## src/rtl/pwm_duty_sequencer.sv

```systemverilog
// Duty-word sequencer for the Pwm block: static level, sawtooth or triangle ramps.
// Duty only changes on the edge that ends a PWM period, so the PWM never glitches.
//
// state     | meaning
// ST_STATIC | duty follows i_static_duty at every period boundary
// ST_UP     | ramping up (saw-up, or rising half of triangle)
// ST_DOWN   | ramping down (saw-down, or falling half of triangle)
module pwm_duty_sequencer #(
  parameter int HOLD_PERIODS = 8
) (
  input  logic       i_clk,
  input  logic       i_reset,
  input  logic       i_en,
  input  logic [1:0] i_mode,
  input  logic [3:0] i_static_duty,
  output logic [3:0] o_duty,
  output logic       o_dir,
  output logic       o_step,
  output logic [3:0] o_phase
);

  localparam logic [7:0] HOLD_LAST = 8'(HOLD_PERIODS - 1);
  localparam logic [1:0] MODE_STATIC = 2'b00;
  localparam logic [1:0] MODE_TRI    = 2'b10;
  localparam logic [1:0] MODE_DOWN   = 2'b11;

  typedef enum logic [1:0] {ST_STATIC, ST_UP, ST_DOWN} state_t;

  state_t     r_state, w_state_nxt;
  logic [3:0] r_phase;
  logic [3:0] r_duty, w_duty_nxt;
  logic [7:0] r_hold, w_hold_nxt;
  logic [1:0] r_mode_q, w_mode_nxt;
  logic       r_step, w_step_nxt;
  logic       w_boundary;

  assign w_boundary = (r_phase == 4'd15);

  always_ff @(posedge i_clk) begin
    if (i_reset) begin
      r_phase  <= 4'd0;
      r_duty   <= 4'd0;
      r_hold   <= 8'd0;
      r_mode_q <= MODE_STATIC;
      r_step   <= 1'b0;
      r_state  <= ST_STATIC;
    end else begin
      r_phase  <= r_phase + 4'd1;
      r_duty   <= w_duty_nxt;
      r_hold   <= w_hold_nxt;
      r_mode_q <= w_mode_nxt;
      r_step   <= w_step_nxt;
      r_state  <= w_state_nxt;
    end
  end

  always_comb begin
    w_state_nxt = r_state;
    w_duty_nxt  = r_duty;
    w_hold_nxt  = r_hold;
    w_mode_nxt  = r_mode_q;
    w_step_nxt  = 1'b0;
    if (w_boundary && i_en) begin
      if (i_mode != r_mode_q) begin
        // A mode change restarts the hold count; ramps resume from the current duty.
        w_mode_nxt = i_mode;
        w_hold_nxt = 8'd0;
        case (i_mode)
          MODE_STATIC: begin
            w_state_nxt = ST_STATIC;
            w_duty_nxt  = i_static_duty;
          end
          MODE_DOWN: w_state_nxt = ST_DOWN;
          default:   w_state_nxt = ST_UP;
        endcase
      end else if (r_state == ST_STATIC) begin
        w_duty_nxt = i_static_duty;
        w_hold_nxt = 8'd0;
      end else if (r_hold != HOLD_LAST) begin
        w_hold_nxt = r_hold + 8'd1;
      end else begin
        w_hold_nxt = 8'd0;
        w_step_nxt = 1'b1;
        if (r_mode_q == MODE_TRI) begin
          // Endpoints turn around immediately so each is held for one step only.
          if (r_state == ST_UP) begin
            if (r_duty == 4'd15) begin
              w_duty_nxt  = 4'd14;
              w_state_nxt = ST_DOWN;
            end else begin
              w_duty_nxt = r_duty + 4'd1;
            end
          end else begin
            if (r_duty == 4'd0) begin
              w_duty_nxt  = 4'd1;
              w_state_nxt = ST_UP;
            end else begin
              w_duty_nxt = r_duty - 4'd1;
            end
          end
        end else if (r_state == ST_UP) begin
          w_duty_nxt = r_duty + 4'd1;
        end else begin
          w_duty_nxt = r_duty - 4'd1;
        end
      end
    end
  end

  assign o_duty  = r_duty;
  assign o_dir   = (r_state == ST_UP);
  assign o_step  = r_step;
  assign o_phase = r_phase;

endmodule
```

## config.mk

```make
export PLATFORM = sky130hd
export DESIGN_NAME = pwm_duty_sequencer
export DESIGN_NICKNAME = d
export VERILOG_FILES = /design/src/rtl/pwm_duty_sequencer.sv
export SDC_FILE = /design/constraint.sdc
export NUM_CORES = 1
export LEC_CHECK = 0
export ABC_AREA = 1
export CAP_MARGIN = 20
export CORE_ASPECT_RATIO = 0.7
export CORE_UTILIZATION = 50
export CTS_BUF_LIST = sky130_fd_sc_hd__clkbuf_8
export CTS_CLUSTER_DIAMETER = 120
export DETAILED_ROUTE_END_ITERATION = 10
export GPL_TIMING_DRIVEN = 0
export PLACE_DENSITY = 0.74
export SETUP_SLACK_MARGIN = 0.5
export SYNTH_ARGS = -nofsm -noshare
export SYNTH_HDL_FRONTEND = slang
export SYNTH_SLANG_ARGS = --single-unit
```

## constraint.sdc

```tcl
create_clock -name i_clk -period 1.55 [get_ports i_clk]
set_input_delay 0.31 -clock i_clk [delete_from_list [all_inputs] [get_ports i_clk]]
set_output_delay 0.31 -clock i_clk [all_outputs]
set_load 0.1 [all_outputs]
```

==> impl_results.md, run 1 <==
- Outcome: aborted with a tool error
- Stopped at: global routing
- First error: [ERROR DPL-0038] Utilization greater than 100%, impossible to legalize
- Ports: 19
- Pin count of the biggest net entering global routing: 13
- Synth warn: 0
- Post-synthesis cell type count: 27
- Flops & latches, synth: 21
- Quantity of I/O buffers inserted on ports: 18
- Post-DP HPWL: 2314 um
- Initial Utilization: 53.53%
- CTS Sinks: 21
- Worst End Pin Type: sequential cell input
- Post-synthesis sequential area ratio: 31.23%
- H-tree depth: 1
- CTS Buf Count: 3
- Avg Cell Area, Syn: 6.765 um^2
- Final Wtd Congestion: 0.8578
- Post-Place Cells: 251
- Mapped Area: 0.001346 mm^2
- Max clock buf depth: 2
- Post-Syn Nets: 215
- Endpoint with the least setup slack after the last repair: o_duty[3]$_SDFFE_PP0P_/D
- Cell Rows: 15
- Cells after Synth: 199
- Root Buffer: clkbuf_8
- Die height: 45.42 um
- Die W: 64.02 um
-- kinds of logic after synthesis --
logic type	Yosys count	share of synthesized area (%)
AO/OA/AOI/OAI	21	8.364
XOR/XNOR	6	3.903
adder cells (fa/ha/maj)	7	6.505
buffers and inverters	24	7.157
flip-flops	21	31.23
AND/OR/NAND/NOR	120	42.85
-- per-stage QoR --
step | hold slack [ns] | utilization (%) | setup slack [ns] | setup TNS, ns | instance area [um^2]
CTS | 0.4972 | 90.10 | 0.1829 | 0 | 2266
floorplan | 0.3671 | - | -0.01029 | -0.02773 | 1459
global placement | 0.4308 | 66.87 | -0.4072 | -6.184 | 1682
detailed placement | 0.4453 | 66.87 | -0.4115 | -7.177 | 1682
-- cell usage after synthesis --
master    instances  share of area (%)
or2_4             1               0.65
nor3_2            3                2.2
o21ai_1           2               0.74
o21ai_0           7                2.6
a21oi_2           2                1.3
inv_4             1               0.46
nand4_1           6                2.8
nor3_1            2               0.74
nor2_4            1               0.84
a21oi_1          10                3.7
xor2_1            2                1.3
nor2_8            1                1.5
buf_4             1               0.56
xnor2_1           4                2.6
nand2_2           3                1.4
nand2_1          51                 14
ha_1              7                6.5
nand3_2           3                2.2
nand3_1          12                4.5
nor4_1            1               0.46
dfxtp_1          21                 31
clkbuf_1          1               0.28
nor2_1           33                9.2
inv_2             5                1.4
nor3_4            1                1.2
inv_1            16                4.5
nor2_2            2               0.93
-- repair_timing --
| item | 4_1_cts |
|---|---|
| buffers inserted | 32 |
| pin swaps | 33 |
| endpoints found under the setup margin | 29 |
| hold buffers | 0 |
| gates resized for setup | 151 |
==> run 2, diff against run 1 <==
==> config.mk (replaced) <==
export PLATFORM = sky130hd
export DESIGN_NAME = pwm_duty_sequencer
export DESIGN_NICKNAME = d
export VERILOG_FILES = /design/src/rtl/pwm_duty_sequencer.sv
export SDC_FILE = /design/constraint.sdc
export NUM_CORES = 1
export LEC_CHECK = 0
export ABC_AREA = 1
export CAP_MARGIN = 20
export CORE_UTILIZATION = 35
export DETAILED_ROUTE_END_ITERATION = 10
export GPL_TIMING_DRIVEN = 0
export PLACE_DENSITY_LB_ADDON = 0.15
export SYNTH_ARGS = -nofsm -noshare
export SYNTH_HDL_FRONTEND = slang
export SYNTH_SLANG_ARGS = --single-unit
==> impl_results.md, run 2 <==
- Outcome: finished clean
- CTS tree: yes
- Post-synth top flop: dfxtp_1
- Final period util: 97.67%
- Largest register by flop count: r_hold
- Initial Utilization: 36.50%
- First-pass GRT wire length: 5319 um
- Die height: 64.02 um
- Total grt overflow: 0
- Root Buffer: clkbuf_8
- Skew-Pair Late Insertion Delay: 0.26 ns
- Post-synthesis async set-or-reset flop share: 0%
- Avg Cell Area, Syn: 6.765 um^2
- Die area: 0.004099 mm^2
- Final Wtd Congestion: 0.7612
- Slew Limit Fails: 0
- CP max FO: 5
- Residual DRC: 0
- Initial antenna violation count: 0
- Vias: 1,286
- CTS Buf Count: 3
- Crit-path leading delay family: buffers and inverters
- Sw frac: 27.91%
- Quantity of I/O buffers inserted on ports: 18
- Post-Syn Nets: 215
- Vias per std cell: 4.676
- Max reg flops: 8
- Synth area leaders: dfxtp_1 31%, nand2_1 14%, nor2_1 9.2%, ha_1 6.5%, nand3_1 4.5%
- Slowest stage cell, crit path: clkdlybuf4s18_2
- M1 wire length: 1574 um
- Tot GR Track Use: 16.39%
- Leak: 0.7734 nW
- Type of the tightest min-delay check: primary input to flop
- Top-count cell post-synth: nand2_1
- Highest Signal Layer: met4
- Max clock buf depth: 2
- Drt initial violations: 44
- Post-synthesis sequential area ratio: 31.23%
- Skew final: 0.002581 ns
- Yosys top cell area share: 31.23%
- Post-synth top area cell: dfxtp_1
- Routed wl met3: 85 um
- Cells after Synth: 199
- Crit start category: flop
- Area Overhead vs Synth: 35.41%
- RSZ-0062 raised after global routing: true
- CTS Sinks: 21
- Sw Pwr: 294.6 uW
- Diodes inserted: 0
- Pin count of the biggest net entering global routing: 13
- # fillers: 398
- Synth warn: 0
- Core Region: 0.003689 mm^2
- Post-synth top cells: 51 x nand2_1, 33 x nor2_1, 21 x dfxtp_1
- Fraction of layout cells with a size suffix above 1: 32.60%
- Power density cells: 578.9 mW/mm^2
- Flops & latches, synth: 21
- Post-DP HPWL: 2173 um
- Tot Pwr: 1.055 mW
- FF-to-FF setup slack: 0.11 ns
- Number of synthesized flops with an enable pin: 0
- Max Cap Viol: 0
- Data required, critical path: 1.24 ns
- Endpoint class of the critical path: output pin
- Routed len/inst: 10.99 um
- Cell Rows: 22
- H-tree depth: 1
- Part of the power in registers: 51.6%
- DRT antenna net count: 0
- Maximum vdd drop: 0.4867 mV
- Clock Power Share: 35.1%
- Routed WL: 3022 um
- Slew HR: 63.86%
- Worst-Margin Slew: 0.5446 ns
- Pint: 760.7 uW
- Combinational share of power: 13.3%
- Post-synthesis cell type count: 27
- Fin. Hold Viols: 0
- Kind of critical path: flop to output pin
- CP cell instances: clkdlybuf4s18_2
- Ports: 19
- Final setup vio count: 0
- Util after Layout: 49.42%
- Most frequent cells in the layout: 46 x nand2_1, 29 x nor2_1, 12 x nand3_1
- Post-route cell area: 0.001823 mm^2
- Vias in the first global route: 1,229
- NumNets Final: 244
- Mapped Area: 0.001346 mm^2
- Critical Path Max Stage Delay: 0.55 ns
- Min cycle time layout: 1.514 ns
- DP Area: 0.001650 mm^2
- Maximum clock frequency: 0.6605 GHz
- Wire length on met2: 1325 um
- Worst Path Buf+Inv: 1
- CP arrival: 1.20 ns
- Commonest non-fill, non-tap cell in the layout: nand2_1
- Die W: 64.02 um
- Clk slew on worst S/H paths: 0.08 ns
- Detailed Routing Iterations Pass 1: 4
run 2: cell counts after synthesis:
Identical to the previous run, type by type.
run 2: worst min-delay path, cell delays in order:
cell            delay [ns]
dlymetal6s2s_1        0.17
inv_2                 0.09
o21ai_0               0.09
run 2: through the flow:
step | instances | worst slack (ns) | TNS, ns | hold slack, ns
after floorplan | 199 | -0.01310 | -0.03266 | 0.3671
after global placement | 265 | -0.4072 | -6.431 | 0.4422
after detailed placement | 265 | -0.4080 | -6.583 | 0.4441
after CTS | 270 | 0.001609 | 0 | 0.4589
after global routing | 275 | -0.05945 | -0.05945 | 0.4662
final | 275 | 0.03606 | 0 | 0.4389
run 2: per-layer routing:
layer	vias up	GRT usage, %
li1	701	-
met1	559	21.46
met2	22	27.13
met3	4	2.857
met4	0	5.114
met5	-	0
run 2: kinds of logic after synthesis:
group	synth area share [%]
DFF	31.23
adders and majority gates	6.505
buffers and inverters	7.157
and+or+nand+nor	42.85
AOI/OAI and AO/OA	8.364
xor gates and xnor gates	3.903
run 2: what timing repair did:
item	in CTS	in global routing
pin swaps	0	4
resized for setup	39	20
endpoints found under the setup margin	12	16
hold endpoints to repair	0	0
buffers inserted	1	5
hold buffers	0	0
run 2: path summary, 6_finish.rpt:
check,start,endpoint,cells past startpoint
min reg2reg,o_phase[0],o_phase[0],1
max,o_duty[0],o_duty[0],1
max reg2reg,o_duty[1],o_duty[3],11
min,i_mode[0],r_mode_q[0],3
run 2: power groups by stage:
stage	Combinational (mW)	Sequential [mW]	Clock, mW
after floorplan	0.0441	0.603	0
after global placement	0.138	0.557	0
after detailed placement	0.138	0.557	0
after CTS	0.140	0.545	0.381
after global routing	0.151	0.545	0.408
final	0.141	0.544	0.371
run 2: area by class of cell:
| class | count | area (um^2) | share of cell area (%) |
|---|---|---|---|
| clock inverter | 1 | 5.005 | 0.2745 |
| inverter | 22 | 87.58 | 4.804 |
| buffer | 2 | 12.51 | 0.6863 |
| sequential | 21 | 454.2 | 24.91 |
| timing repair buffer | 24 | 236.5 | 12.97 |
| tap | 48 | 60.06 | 3.294 |
| clock buffer | 3 | 41.29 | 2.265 |
| multi-input combinational | 154 | 925.9 | 50.79 |
(Power assumes the default switching activity.)
==> run 3, diff against run 2 <==
--- a/config.mk
+++ b/config.mk
@@ -8,6 +8,7 @@
 export ABC_AREA = 1
 export CAP_MARGIN = 20
 export CORE_UTILIZATION = 35
+export CTS_CLUSTER_SIZE = 28
 export DETAILED_ROUTE_END_ITERATION = 10
 export GPL_TIMING_DRIVEN = 0
 export PLACE_DENSITY_LB_ADDON = 0.15
==> results of run 3 <==
The final DEF is identical to that of run 2; final timing and power are the same.
